### config.mk
export PLATFORM = sky130hd
export DESIGN_NAME = serial_comparator_flat
export DESIGN_NICKNAME = d
export VERILOG_FILES = /design/src/rtl/serial_comparator_if.sv /design/src/rtl/serial_comparator.sv /design/src/flat_wrapper.sv
export SDC_FILE = /design/constraint.sdc
export NUM_CORES = 1
export LEC_CHECK = 0
export CAP_MARGIN = 20
export CORE_AREA = 2 2 54 56
export DETAILED_ROUTE_END_ITERATION = 6
export DIE_AREA = 0 0 56 58
export PLACE_DENSITY = 0.79
export SLEW_MARGIN = 20
export SYNTH_ARGS = -nofsm -noshare
export SYNTH_HDL_FRONTEND = slang
export SYNTH_SLANG_ARGS = --single-unit
### constraint.sdc
create_clock -name clk -period 2.8 [get_ports clk]
set_input_delay 0.42 -clock clk [delete_from_list [all_inputs] [get_ports clk]]
set_output_delay 0.42 -clock clk [all_outputs]
set_load 0.01 [all_outputs]
### src/rtl/serial_comparator_if.sv
// Request/result bundle for the bit-serial magnitude comparator.
// The master side drives the operands; the slave side (the comparator) returns status and result flags.
interface serial_comparator_if #(
    parameter int WIDTH = 8
);
    logic             start;
    logic             signed_mode;
    logic [WIDTH-1:0] x;
    logic [WIDTH-1:0] y;
    logic             busy;
    logic             done;
    logic             eq;
    logic             gt;
    logic             lt;

    modport master (
        output start, signed_mode, x, y,
        input  busy, done, eq, gt, lt
    );

    modport slave (
        input  start, signed_mode, x, y,
        output busy, done, eq, gt, lt
    );
endinterface

### src/rtl/serial_comparator.sv
// Bit-serial comparator: scans captured operands one bit pair per cycle, MSB first, and stops at the first difference.
// In signed mode, a difference in the sign bit reverses which operand counts as greater.
module serial_comparator #(
    parameter int WIDTH = 8
) (
    input  logic                clk,
    input  logic                rst_n,
    serial_comparator_if.slave  bus
);
    localparam int IDX_W = (WIDTH > 1) ? $clog2(WIDTH) : 1;
    localparam logic [IDX_W-1:0] IDX_MSB = IDX_W'(WIDTH - 1);

    typedef enum logic [0:0] {
        ST_IDLE = 1'b0,
        ST_CMP  = 1'b1
    } state_t;

    state_t           state_r,  state_s;
    logic [WIDTH-1:0] x_r,      x_s;
    logic [WIDTH-1:0] y_r,      y_s;
    logic             signed_r, signed_s;
    logic [IDX_W-1:0] idx_r,    idx_s;
    logic             busy_r,   busy_s;
    logic             done_r,   done_s;
    logic             eq_r,     eq_s;
    logic             gt_r,     gt_s;
    logic             lt_r,     lt_s;
    logic             bit_x_s;
    logic             bit_y_s;
    logic             sign_flip_s;

    // Next-state and next-output logic for the IDLE/CMP controller
    always_comb begin
        state_s     = state_r;
        x_s         = x_r;
        y_s         = y_r;
        signed_s    = signed_r;
        idx_s       = idx_r;
        busy_s      = busy_r;
        done_s      = 1'b0;
        eq_s        = eq_r;
        gt_s        = gt_r;
        lt_s        = lt_r;
        bit_x_s     = x_r[idx_r];
        bit_y_s     = y_r[idx_r];
        sign_flip_s = signed_r && (idx_r == IDX_MSB);

        case (state_r)
            ST_IDLE: begin
                if (bus.start) begin
                    x_s      = bus.x;
                    y_s      = bus.y;
                    signed_s = bus.signed_mode;
                    idx_s    = IDX_MSB;
                    busy_s   = 1'b1;
                    state_s  = ST_CMP;
                end else begin
                    busy_s   = 1'b0;
                    state_s  = ST_IDLE;
                end
            end
            ST_CMP: begin
                if (bit_x_s != bit_y_s) begin
                    // A 1 in the sign bit marks the negative (smaller) operand
                    gt_s    = sign_flip_s ? bit_y_s : bit_x_s;
                    lt_s    = sign_flip_s ? bit_x_s : bit_y_s;
                    eq_s    = 1'b0;
                    done_s  = 1'b1;
                    busy_s  = 1'b0;
                    state_s = ST_IDLE;
                end else if (idx_r == {IDX_W{1'b0}}) begin
                    eq_s    = 1'b1;
                    gt_s    = 1'b0;
                    lt_s    = 1'b0;
                    done_s  = 1'b1;
                    busy_s  = 1'b0;
                    state_s = ST_IDLE;
                end else begin
                    idx_s   = idx_r - IDX_W'(1);
                    state_s = ST_CMP;
                end
            end
            default: begin
                busy_s  = 1'b0;
                state_s = ST_IDLE;
            end
        endcase
    end

    // State, captured operands and registered result flags
    always_ff @(posedge clk or negedge rst_n) begin
        if (!rst_n) begin
            state_r  <= ST_IDLE;
            x_r      <= {WIDTH{1'b0}};
            y_r      <= {WIDTH{1'b0}};
            signed_r <= 1'b0;
            idx_r    <= {IDX_W{1'b0}};
            busy_r   <= 1'b0;
            done_r   <= 1'b0;
            eq_r     <= 1'b0;
            gt_r     <= 1'b0;
            lt_r     <= 1'b0;
        end else begin
            state_r  <= state_s;
            x_r      <= x_s;
            y_r      <= y_s;
            signed_r <= signed_s;
            idx_r    <= idx_s;
            busy_r   <= busy_s;
            done_r   <= done_s;
            eq_r     <= eq_s;
            gt_r     <= gt_s;
            lt_r     <= lt_s;
        end
    end

    assign bus.busy = busy_r;
    assign bus.done = done_r;
    assign bus.eq   = eq_r;
    assign bus.gt   = gt_r;
    assign bus.lt   = lt_r;
endmodule
### src/flat_wrapper.sv
// flat-port wrapper written by rule: the top's interface ports become plain ports
module serial_comparator_flat 
#(
    parameter int WIDTH = 8
)
  (clk, rst_n, bus_start, bus_signed_mode, bus_x, bus_y, bus_busy, bus_done, bus_eq, bus_gt, bus_lt);
  serial_comparator_if #(.WIDTH(WIDTH)) bus_i ();
  input  logic clk;
  input  logic rst_n;
  input wire logic [$bits(bus_i.start)-1:0] bus_start;
  input wire logic [$bits(bus_i.signed_mode)-1:0] bus_signed_mode;
  input wire logic [$bits(bus_i.x)-1:0] bus_x;
  input wire logic [$bits(bus_i.y)-1:0] bus_y;
  output wire logic [$bits(bus_i.busy)-1:0] bus_busy;
  output wire logic [$bits(bus_i.done)-1:0] bus_done;
  output wire logic [$bits(bus_i.eq)-1:0] bus_eq;
  output wire logic [$bits(bus_i.gt)-1:0] bus_gt;
  output wire logic [$bits(bus_i.lt)-1:0] bus_lt;
  assign bus_i.start = bus_start;
  assign bus_i.signed_mode = bus_signed_mode;
  assign bus_i.x = bus_x;
  assign bus_i.y = bus_y;
  assign bus_busy = bus_i.busy;
  assign bus_done = bus_i.done;
  assign bus_eq = bus_i.eq;
  assign bus_gt = bus_i.gt;
  assign bus_lt = bus_i.lt;
  serial_comparator #(.WIDTH(WIDTH)) u_core (.clk(clk), .rst_n(rst_n), .bus(bus_i));
endmodule
==> key figures <==
Job
  – Max-cap violations: 0

Setup path
  – CP required: 3.01 ns
  – Startpoint types: register
  – Reg2reg end: u_core.bus.gt$_DFFE_PN0P_
  – Reg2Reg Launch Point: u_core.idx_r[0]$_DFFE_PN0P_
  – CP endpoint: u_core.bus.gt$_DFFE_PN0P_
  – CP Class: register to register
  – Max FO, Critical Path: 8
  – WP data arrival: 2.14 ns
  – R2R depth: 4
  – Critical path origin: u_core.idx_r[0]$_DFFE_PN0P_
  – Reg-to-reg slack, setup: 0.88 ns
  – Crit. End Element: register

Global route
  – Vias in the first global route: 1038
  – Gr usage total: 18.2%
  – Largest net degree at the start of global routing: 27
  – Global-route wire length before repair: 4.60 mm
  – Initial antenna violation count: 0
  – Grt ovf: 0

Clock tree
  – CTS buffer count: 3
  – CTS tree: built
  – Worst skew pair latency: 0.33 ns
  – # Post-CTS Setup Buffers: 0
  – CTS Buffer Depth: 2
  – Cts repair resizes: 0
  – Hold_buf cts: 0
  – Clock-pin slew on the worst setup and hold paths: 0.14 ns
  – Depth of the CTS H-tree: 1
  – Sink Count: 26
  – CTS Root Cell: clkbuf_4

Die
  – Core Region: 2660 µm²
  – Die Wd: 56 µm
  – I/O Pins: 25
  – Die area: 3250 µm²
  – FP Rows: 19
  – Starting Density: 54.1%
  – Die height: 58 µm

Timing
  – Post-route worst setup slack: 0.879 ns
  – Setup violations, final: 0
  – Final hold vios: 0
  – Worst hold margin: 0.432 ns
  – Worst Tran Pin Value: 0.401 ns
  – Final period demand of the worst path: 1.92 ns
  – Skew final: 0.00681 ns
  – Max Slew Vio Count: 0
  – Setup TNS: 0 ns
  – RSZ-0062 raised after global routing: no
  – Highest clock rate: 0.520 GHz
  – Worst rel slew slack: 73.2%
  – Fin crit share: 68.6%

Route
  – Detailed-route DRC error count: 0
  – WL final: 2.52 mm
  – Starting DRT DRC Count: 41
  – DR pass1 iterations: 5
  – DR WL/cell: 15.0 µm
  – Via Count: 979
  – Vias per cell: 5.83
  – ANT nets after route: 0

Final layout
  – Commonest non-fill, non-tap cell in the layout: dfrtp_1
  – Filler Cell Count: 228
  – Share of cells above drive strength 1: 19.7%
  – Commonest non-fill, non-tap cells in the layout: dfrtp_1, clkdlybuf4s50_1, mux2_2
  – Sequential cell area: 651 µm²
  – Final Instance Area: 1740 µm²
  – Final core utilization: 65.4%
  – Layout net count: 161
  – Number of antenna diodes: 0
  – Multi-input logic area: 724 µm²
  – P&R area growth vs syn: 20.7%

Yosys
  – Most used DFF post-synth: dfrtp_1
  – Most area-consuming cells after synthesis: dfrtp_1, mux2_2, mux4_1, xnor2_1, mux2i_1
  – Synth warn: 0
  – Post-synth EDFFs: 0
  – Biggest area consumer among synthesized cells: dfrtp_1
  – Post-Syn Area: 1440 µm²
  – Top cell type's share of synthesized area: 45.1%
  – Asr flop ratio synth: 100%
  – Synth unique cells: 36
  – Synth Instances: 113
  – Mapped Avg Cell Area: 12.8 µm²
  – Register area share after synthesis: 45.1%
  – Net Count, Synth: 136
  – Synth Register Bits: 26

Place
  – Placed Area: 1700 µm²
  – Hpwl dp: 1.93 mm
  – Pre-CTS setup slack: 0.912 ns
  – Port Buf Inserts: 24
  – Final Wtd Congestion: 0.839

Pwr
  – Worst vdd ir: 0.720 mV
  – Power per standard cell area: 1130 nW/µm²
  – Lkg Pwr: 0.736 nW

Run status
  – Outcome: finished, final reports clean

Hold path
  – Hold Crit Class: primary input to asynchronous set/reset pin
critical path: stages (launching register included):
cell and delay (ns):
dfrtp_1 0.55, inv_6 0.15, mux4_2 0.60, a221oi_4 0.39, o2bb2ai_1 0.12
through the flow:
| step | total power [mW] | cells |
|---|---|---|
| 2_1_floorplan | 1.54 | 113 |
| 5_1_grt | 2.12 | 168 |
| 3_3_place_gp | 1.74 | 164 |
| 4_1_cts | 1.98 | 168 |
| 6_report | 1.97 | 168 |
| 3_5_place_dp | 1.79 | 164 |
worst min-delay path by stage:
stage                                        to  slack, ns
floorplan           u_core.bus.busy$_DFFE_PN0P_       0.12
global placement      u_core.bus.eq$_DFFE_PN0P_       0.49
detailed placement    u_core.bus.eq$_DFFE_PN0P_       0.50
CTS                 u_core.idx_r[2]$_DFFE_PN0P_       0.44
global route           u_core.state_r$_DFF_PN0_       0.44
finish              u_core.idx_r[2]$_DFFE_PN0P_       0.43
cells by family after synthesis:
kind of cell | Yosys count | synth area share [%]
flops | 26 | 45.1
xor+xnor | 8 | 4.86
fa+ha+maj | 3 | 2.60
simple gates | 20 | 6.77
compound gates | 13 | 8.16
buf+inv | 14 | 4.60
mux | 29 | 27.9
per-layer routing:
| layer | vias to the layer above | wire length [µm] | global-route usage [%] |
|---|---|---|---|
| met1 | 469 | 1050 | 22.9 |
| met2 | 42 | 1280 | 30.8 |
| met3 | 9 | 145 | 4.24 |
| met5 | - | 0 | 0 |
| met4 | 0 | 49 | 7.14 |
| li1 | 459 | - | - |
sequential cells by signal, indices dropped and copies added (netlist names):
signal	count
u_core.x_r	8
u_core.y_r	8
u_core.idx_r	3
u_core.bus.busy	1
u_core.bus.done	1
u_core.bus.eq	1
u_core.bus.gt	1
u_core.bus.lt	1
u_core.signed_r	1
u_core.state_r	1
synth_stat cells (2+ instances only):
master,n
dfrtp_1,26
nor2_1,6
mux2i_1,6
nand4_1,2
mux4_2,2
nor3_1,2
mux4_1,4
nand2_1,4
clkbuf_1,3
ha_1,3
inv_1,7
mux2_2,17
xnor2_1,8
power breakdown:
part	leakage, nW	total [mW]	internal, mW	switching, mW
Clock	0.0210	0.192	0.0797	0.112
Sequential	0.306	0.761	0.555	0.206
Combinational	0.410	1.01	0.591	0.422
layout make-up:
class | instances | share of cell area (%)
well taps | 31 | 2.23
repair buffers | 26 | 14.7
inverters | 8 | 2.01
clock buffers | 4 | 2.08
multi-input cells | 73 | 41.6
flip-flops and latches | 26 | 37.4
Power figures use the tool's default switching activity.
